`config.mk`:
```
export PLATFORM = sky130hd
export DESIGN_NAME = seq_divider
export DESIGN_NICKNAME = d
export VERILOG_FILES = /design/src/rtl/seq_divider.sv
export SDC_FILE = /design/constraint.sdc
export NUM_CORES = 1
export LEC_CHECK = 0
export BUFFER_PORTS_ARGS = -buffer_cell sky130_fd_sc_hd__buf_2
export CAP_MARGIN = 5
export CORE_AREA = 5 5 116 118
export CTS_CLUSTER_DIAMETER = 200
export DETAILED_ROUTE_END_ITERATION = 8
export DIE_AREA = 0 0 121 123
export PLACE_DENSITY = 0.6
export SETUP_SLACK_MARGIN = 0.4
export SYNTH_ARGS = -nofsm -noshare
export SYNTH_HDL_FRONTEND = slang
export SYNTH_SLANG_ARGS = --single-unit
```
`constraint.sdc`:
```
create_clock -name clk -period 7.79 [get_ports clk]
set_input_delay 0.779 -clock clk [delete_from_list [all_inputs] [get_ports clk]]
set_output_delay 0.779 -clock clk [all_outputs]
set_load 0.01 [all_outputs]
```
`src/rtl/seq_divider.sv`:
```
// Unsigned restoring divider: one quotient bit per clock, MSB first.
// A division takes WIDTH RUN cycles followed by a single DONE cycle.
module seq_divider #(
  parameter int WIDTH = 16
) (
  input  logic             clk,
  input  logic             rst_n,
  input  logic             start,
  input  logic [WIDTH-1:0] dividend,
  input  logic [WIDTH-1:0] divisor,
  output logic             busy,
  output logic             done,
  output logic [WIDTH-1:0] quotient,
  output logic [WIDTH-1:0] remainder,
  output logic             div_by_zero,
  output logic [1:0]       state_dbg
);

  // Handshake: start is sampled only in IDLE (busy=0 and done=0). The
  // operands are captured on that edge. busy is then high for WIDTH cycles,
  // and done pulses for one cycle with quotient/remainder/div_by_zero valid.
  // The results hold until the next completed operation.
  typedef enum logic [1:0] {
    IDLE = 2'd0,
    RUN  = 2'd1,
    DONE = 2'd2
  } state_t;

  localparam int CNT_W = $clog2(WIDTH + 1);
  localparam logic [CNT_W-1:0] LAST = CNT_W'(WIDTH - 1);

  state_t           state;
  logic [WIDTH:0]   part_rem;
  logic [WIDTH-1:0] shreg;
  logic [WIDTH-1:0] dvsr;
  logic [CNT_W-1:0] iter;

  logic [WIDTH:0]   shifted;
  logic [WIDTH:0]   trial;
  logic [WIDTH:0]   next_rem;
  logic [WIDTH-1:0] next_shreg;
  logic             q_bit;

  // A set top bit on trial means the subtraction went negative, so restore.
  always_comb begin
    shifted    = (part_rem << 1) | (WIDTH + 1)'(shreg[WIDTH-1]);
    trial      = shifted - {1'b0, dvsr};
    q_bit      = ~trial[WIDTH];
    next_rem   = q_bit ? trial : shifted;
    next_shreg = {shreg[WIDTH-2:0], q_bit};
  end

  assign state_dbg = state;

  always_ff @(posedge clk or negedge rst_n) begin
    if (!rst_n) begin
      state       <= IDLE;
      part_rem    <= '0;
      shreg       <= '0;
      dvsr        <= '0;
      iter        <= '0;
      busy        <= 1'b0;
      done        <= 1'b0;
      quotient    <= '0;
      remainder   <= '0;
      div_by_zero <= 1'b0;
    end else begin
      case (state)
        IDLE: begin
          if (start) begin
            part_rem <= '0;
            shreg    <= dividend;
            dvsr     <= divisor;
            iter     <= '0;
            busy     <= 1'b1;
            state    <= RUN;
          end
        end
        RUN: begin
          part_rem <= next_rem;
          shreg    <= next_shreg;
          iter     <= iter + 1'b1;
          if (iter == LAST) begin
            state       <= DONE;
            busy        <= 1'b0;
            done        <= 1'b1;
            quotient    <= next_shreg;
            remainder   <= next_rem[WIDTH-1:0];
            div_by_zero <= (dvsr == '0);
          end
        end
        DONE: begin
          done  <= 1'b0;
          state <= IDLE;
        end
        default: begin
          busy  <= 1'b0;
          done  <= 1'b0;
          state <= IDLE;
        end
      endcase
    end
  end

endmodule
```
# Yosys cells after proc, flatten, opt, wreduce, memory -nomap -nowiden
# Cells that the tools add are included.
totals:
  elab_cells: 45
  ramBits: 0
  latch_bits: 0
  memories: 0
  mem_bits_ro: 0
  out_inout_bits: 37
  ff_bits: 90
classes:
  n_eq_ne: 5
  muxes: 15
  div: 0
  shift: 0
  bitwise: 4
  add_sub_neg: 2
  n_lt_le_gt_ge: 0
  mul: 0
  n_reduce_logical: 9
op_table:
  columns: ["operator", "n"]
  rows:
  - ["16-bit case mux with 2 select lines", 2]
  - ["16-bit two-way mux", 3]
  - ["17-bit by 1-bit OR with 17-bit output", 1]
  - ["17-bit by 16-bit subtractor with 17-bit output", 1]
  - ["16-bit logical NOT", 1]
  - ["5-bit case mux with 2 select lines", 1]
  - ["2-bit AND reduction", 5]
  - ["5-bit by 1-bit adder with 5-bit output, second input constant", 1]
  - ["5-bit by 4-bit equality test with 1-bit output, second input constant", 1]
  - ["5-bit two-way mux", 1]
  - ["2-bit two-way mux", 2]
  - ["2-bit != test, second input constant", 2]
  - ["2-bit case mux with 2 select lines", 1]
  - ["1-bit two-way mux", 3]
  - ["1-bit inverter", 3]
  - ["1-bit case mux with 3 select lines", 1]
  - ["3-bit AND reduction", 1]
  - ["2-bit by 1-bit equality test with 1-bit output, second input constant", 1]
  - ["2-bit equality test, second input constant", 1]
  - ["2-bit logical NOT", 1]
  - ["1-bit case mux with 2 select lines", 1]
  - ["2-bit nonzero test", 1]

# Logic depth before layout (Yosys ltp)
logic_depth:
  word_depth: 4
  depth_mapped: 11
  mapped_depth_nobuf: 10

# Worst setup path after synthesis
# Ideal clock, no wire load.
synth_path:
  kind: "reg2reg"
  from: "reg shreg[15]"
  to: "reg remainder[4]"
  arrival_ns: 2.631
  synth_period_minus_slack_ns: 2.761
  path_buffers: 1
  slack_ns: 5.029
  setup_time_ns: 0.130
  stages_incl_launch_ff: 12
  t_required_ns: 7.660
  path_cell_list: "dfrtp_1 > inv_1 > ha_1 > inv_1 > fa_1 > a211oi_2 > o211ai_2 > a211o_1 > a221oi_4 > buf_6 > mux2i_1 > o21ai_1"
synth_via:
  elab_chain_cells: 3
synth_lines:
  columns: ["item", "line_no", "rtl"]
  rows:
  - ["start: declaration", "34", "logic [WIDTH-1:0] shreg;"]
  - ["start signal: assignment", "72", "shreg <= dividend;"]
  - ["start signal: assignment", "81", "shreg <= next_shreg;"]
  - ["17-bit by 1-bit OR with 17-bit output", "46", "shifted = (part_rem << 1) | (WIDTH + 1)'(shreg[WIDTH-1]);"]
  - ["17-bit by 16-bit subtractor with 17-bit output", "47", "trial = shifted - {1'b0, dvsr};"]
  - ["16-bit two-way mux", "49", "next_rem = q_bit ? trial : shifted;"]
  - ["end signal: assignment", "88", "remainder <= next_rem[WIDTH-1:0];"]
  - ["end: declaration", "14", "output logic [WIDTH-1:0] remainder,"]
# Every way passes these cells.
# A chain may end at the register's enable or synchronous reset.

# Worst setup path in the final report
layout_path:
  from: "reg shreg[15]"
  to: "reg remainder[0]"
layout_via:
  elab_chain_cells: 3
layout_lines:
  columns: ["item", "line_no"]
  rows:
  - ["17-bit by 1-bit OR with 17-bit output (*)", "46"]
  - ["17-bit by 16-bit subtractor with 17-bit output", "47"]
  - ["16-bit two-way mux (*)", "49"]
# Mark *: on every way between the ends. The rest lies on a longest branch, timed or not.

==> summary by stage <==
Worst setup path
The startpoint class of the critical path is a register. In this run the worst path has a maximum fanout of 20. STA puts the critical path data required time at 8.05 ns. The launch point of the worst reg-to-reg path is shreg[15]. The number of buffers and inverters on the critical path is 3.

The worst endpoint data arrival time is 3.61 ns. By instance count, the cell type seen most on the critical path is inv_1. The critical path crosses 11 cells after its start point. In this design, the stage delay of the slowest critical-path cell is 0.48 ns. STA classifies the critical path endpoint as a register. The cell with the largest stage delay on the worst path is a221oi_4.

The kind of cell with the highest combined delay on the critical path is compound AO/OA/AOI/OAI gates. The minimum setup slack among reg-to-reg paths is 4.43 ns. In this run the critical register-to-register path is captured at remainder[0]. For the worst flop-to-flop path, the logic depth is 11. The critical path launch point is shreg[15]. The end of the critical path is remainder[0]. Traced cell by cell, the critical path runs through inv_1, ha_1, inv_1, fa_1, a211oi_2, o211ai_2, a211o_1, a221oi_4, buf_4, mux2_2, o21ai_0. The type of the worst setup path is register to register.

Routing
The initial detailed-routing violation count is 207. Once detail routing completed, the nets flagged for antenna violations numbered 0. In the final routed layout, each cell accounts on average for 16.1 um. The DRC violation count after routing is 0. The pre-antenna-repair detailed-routing pass consisted of 5 iterations.

Summing over every cut layer, the via total after detailed routing is 4069. The final wirelength is 12.4 mm. The per-cell via count in the routed design is 5.29.

Global routing
Summed over all layers, the global routing overflow is 0. The all-layer global routing usage is 17.7%. The via count of the first global-routing pass is 4105. The global-route wire length before repair is 21.0 mm.

The initial antenna violation count was 1. The pin count of the biggest net entering global routing is 54.

STA
For the final routed database, the setup TNS stands at 0 ns. The final clock skew is 0.0106 ns. Headroom to the max-slew limit came out at 28.5%. Setup repair after global routing left no endpoint under its margin. In the finished design, the share of the clock period the worst path needs comes to 43.1%. The highest clock rate is 0.298 GHz. The final count of pins violating max slew is 0.

The post-layout worst setup margin is 4.43 ns. For the finished layout, the period the worst path requires is 3.36 ns. The final count of negative-setup-slack endpoints is 0.

The number of failing hold endpoints at the final stage was 0. For the pin with the worst max-slew slack, the measured transition is 1.07 ns.

Synthesis
The summed instance area of the synthesized netlist is 0.00480 mm2. The number of enable flip-flop cells after synthesis is 0. The number of register bits inferred by synthesis is 90. The cell type contributing the most total cell area after synthesis is dfrtp_1. When the netlist entered floorplanning its net count stood at 588.

The average instance in the mapped netlist occupies 8.98 um2. The count of unique library cells instantiated by Yosys is 57. The fraction of post-synthesis cell area in the top cell type by area is 47.0%. Yosys printed 0 warnings. Sorting the synthesized cells by area gives the leading types as dfrtp_1 47%, nand2_1 9.2%, o21ai_0 5.5%.

The post-synthesis instance total is 534. After synthesis, the share of flip-flops with an asynchronous set or reset is 100%. The post-synthesis sequential area ratio is 47.0%.

Among all flip-flop cells after synthesis, the most frequent one is dfrtp_1.

Floorplan
The region available for standard cell placement spans 0.0124 mm2. The initial standard-cell utilization of the core is 38.8%. The die is 121 um wide. The area of the die is 0.0149 mm2.

The count of boundary I/O pins is 72. The initialized floorplan defines 41 standard-cell rows. Measured along the y axis, the die boundary spans 123 um.

Pwr
The total power density per cell area is 553 mW/mm2. The worst vdd rail ir drop is 0.168 mV. The analysis attributes to cell leakage a power of 2.61 nW.

Layout
The post-layout net count is 646. Fill cells in the final layout number 1189. Of the cells placed in the final design, the portion with a size suffix greater than 1 is 17.8%. From synthesis to final layout, the design area changed by 16.9%. The number of diodes added for antenna fixing is 0.

Min path
The tightest min-delay check is of the input pin to async pin type.

CTS
TritonCTS built the clock tree. After clock tree synthesis, the setup repair step added 0 buffers. Post-CTS repair changed the size of 0 cells. Counting every sink on the clock net gives 90. The longest clock path from root to sink contains 2 buffers. The tree is rooted in a clkbuf_16. The clock tree synthesis step divided the H-tree into 3 levels.

The clock latency reported for the late side of the worst-skew pair is 0.35 ns. After clock tree synthesis, the clock-pin slew on the worst setup and hold paths is 0.06 ns. The number of buffers inserted for hold repair after clock tree synthesis is 0.

The number of buffers created by CTS is 9.

Place
The post-placement setup slack is 4.48 ns. The estimated wirelength of the detail-placed design is 8.85 mm. Buffers placed on the I/O ports in this run total 71. Routability-driven placement finished with a final weighted congestion of 0.854.

Run status
The run finished with clean final reports.

Flow run
The number of max-cap violations is 0.
==> cell usage in the layout, fill, tap and decap left out, types with 2 or more instances in the layout <==
master     instances
a211oi_1           3
a211oi_2           2
a21o_1             5
a21oi_1           31
a22oi_1           15
a2bb2oi_1          3
and3_1             3
buf_2             70
buf_4              7
clkbuf_16          9
clkbuf_8           2
clkinv_4           2
dfrtp_1           90
ha_1              18
inv_1             21
mux2_2             3
mux2i_1           12
nand2_1          118
nand2b_1           8
nand3_1            6
nand4_1            6
nor2_1            15
nor2b_1           19
nor3_1             3
nor4_1             6
o211ai_1           4
o21ai_0           53
o21ai_1           19
o21bai_1           3
o221ai_1           2
o22ai_1            2
o311ai_0           2
xnor2_1            6
xor2_1             2
==> flip-flops by register name (all words and copies together), names as in the netlist <==
signal and flops:
dvsr 16, part_rem 16, quotient 16, remainder 16, shreg 16, iter 5, state_dbg 2, busy 1
div_by_zero 1, done 1
==> report_power, final <==
| part | leakage [nW] | switching [W] | internal [W] |
|---|---|---|---|
| Combinational | 1.34 | 0.00104 | 0.000727 |
| Clock | 0.156 | 0.000185 | 0.000268 |
| Sequential | 1.10 | 0.000179 | 0.000702 |
==> worst min path at each step <==
stage,cells past startpoint,to,slack [ns]
after floorplan,2,iter[4],0.45
after global placement,2,quotient[14],0.46
after detailed placement,2,quotient[12],0.46
after CTS,1,div_by_zero,0.43
after global routing,1,dvsr[1],0.45
final,1,dvsr[9],0.41
==> cell families after synthesis <==
logic type / count (synthesis) / synth area share, %
and+or+nand+nor: 191 / 17.9
AOI/OAI and AO/OA: 160 / 21.1
DFF: 90 / 47.0
buffers and inverters: 51 / 4.25
adders and majority gates: 19 / 5.11
muxes: 15 / 3.21
xor gates and xnor gates: 8 / 1.46
==> synthesized netlist by cell type, types with 4 or more instances <==
master	number
nand2_1	118
dfrtp_1	90
o21ai_0	53
a21oi_1	31
clkbuf_1	26
inv_1	21
nor2b_1	20
o21ai_1	19
ha_1	18
a22oi_1	15
nor2_1	15
mux2i_1	12
nand2b_1	8
nand3_1	6
nand4_1	6
nor4_1	6
xnor2_1	6
a21o_1	5
o211ai_1	4
==> cell type report <==
class / instances / area [um2] / share of cell area [%]
clock buffers: 11 / 253 / 4.51
clock inverters: 5 / 61.3 / 1.09
inverters: 21 / 78.8 / 1.41
multi-input cells: 393 / 2340 / 41.8
flip-flops and latches: 90 / 2250 / 40.2
well taps: 172 / 215 / 3.84
repair buffers: 77 / 403 / 7.19
==> worst register-to-register path, stage by stage, from the launching register on <==
cell and delay [ns]:
dfrtp_1 0.37, inv_1 0.08, ha_1 0.16, inv_1 0.06
fa_1 0.43, a211oi_2 0.26, o211ai_2 0.17, a211o_1 0.33
a221oi_4 0.48, buf_4 0.37, mux2_2 0.39, o21ai_0 0.16
==> routing by layer <==
metal	wire [um]	global-route usage, %
met5	18	0
met4	177	5.45
met3	669	3.66
met2	5850	28.7
met1	5650	24.0
==> through the flow <==
stage / utilization (%) / power (W) / area, um2 / hold slack, ns / std cells
2_1_floorplan: - / 0.00219 / 4800 / 0.450 / 534
3_3_place_gp: 42.8 / 0.00262 / 5290 / 0.456 / 753
3_5_place_dp: 42.8 / 0.00265 / 5290 / 0.458 / 753
4_1_cts: 45.3 / 0.00312 / 5610 / 0.427 / 769
5_1_grt: 45.3 / 0.00338 / 5610 / 0.454 / 769
6_report: 45.3 / 0.00310 / 5610 / 0.413 / 769
(Power assumes the default switching activity.)
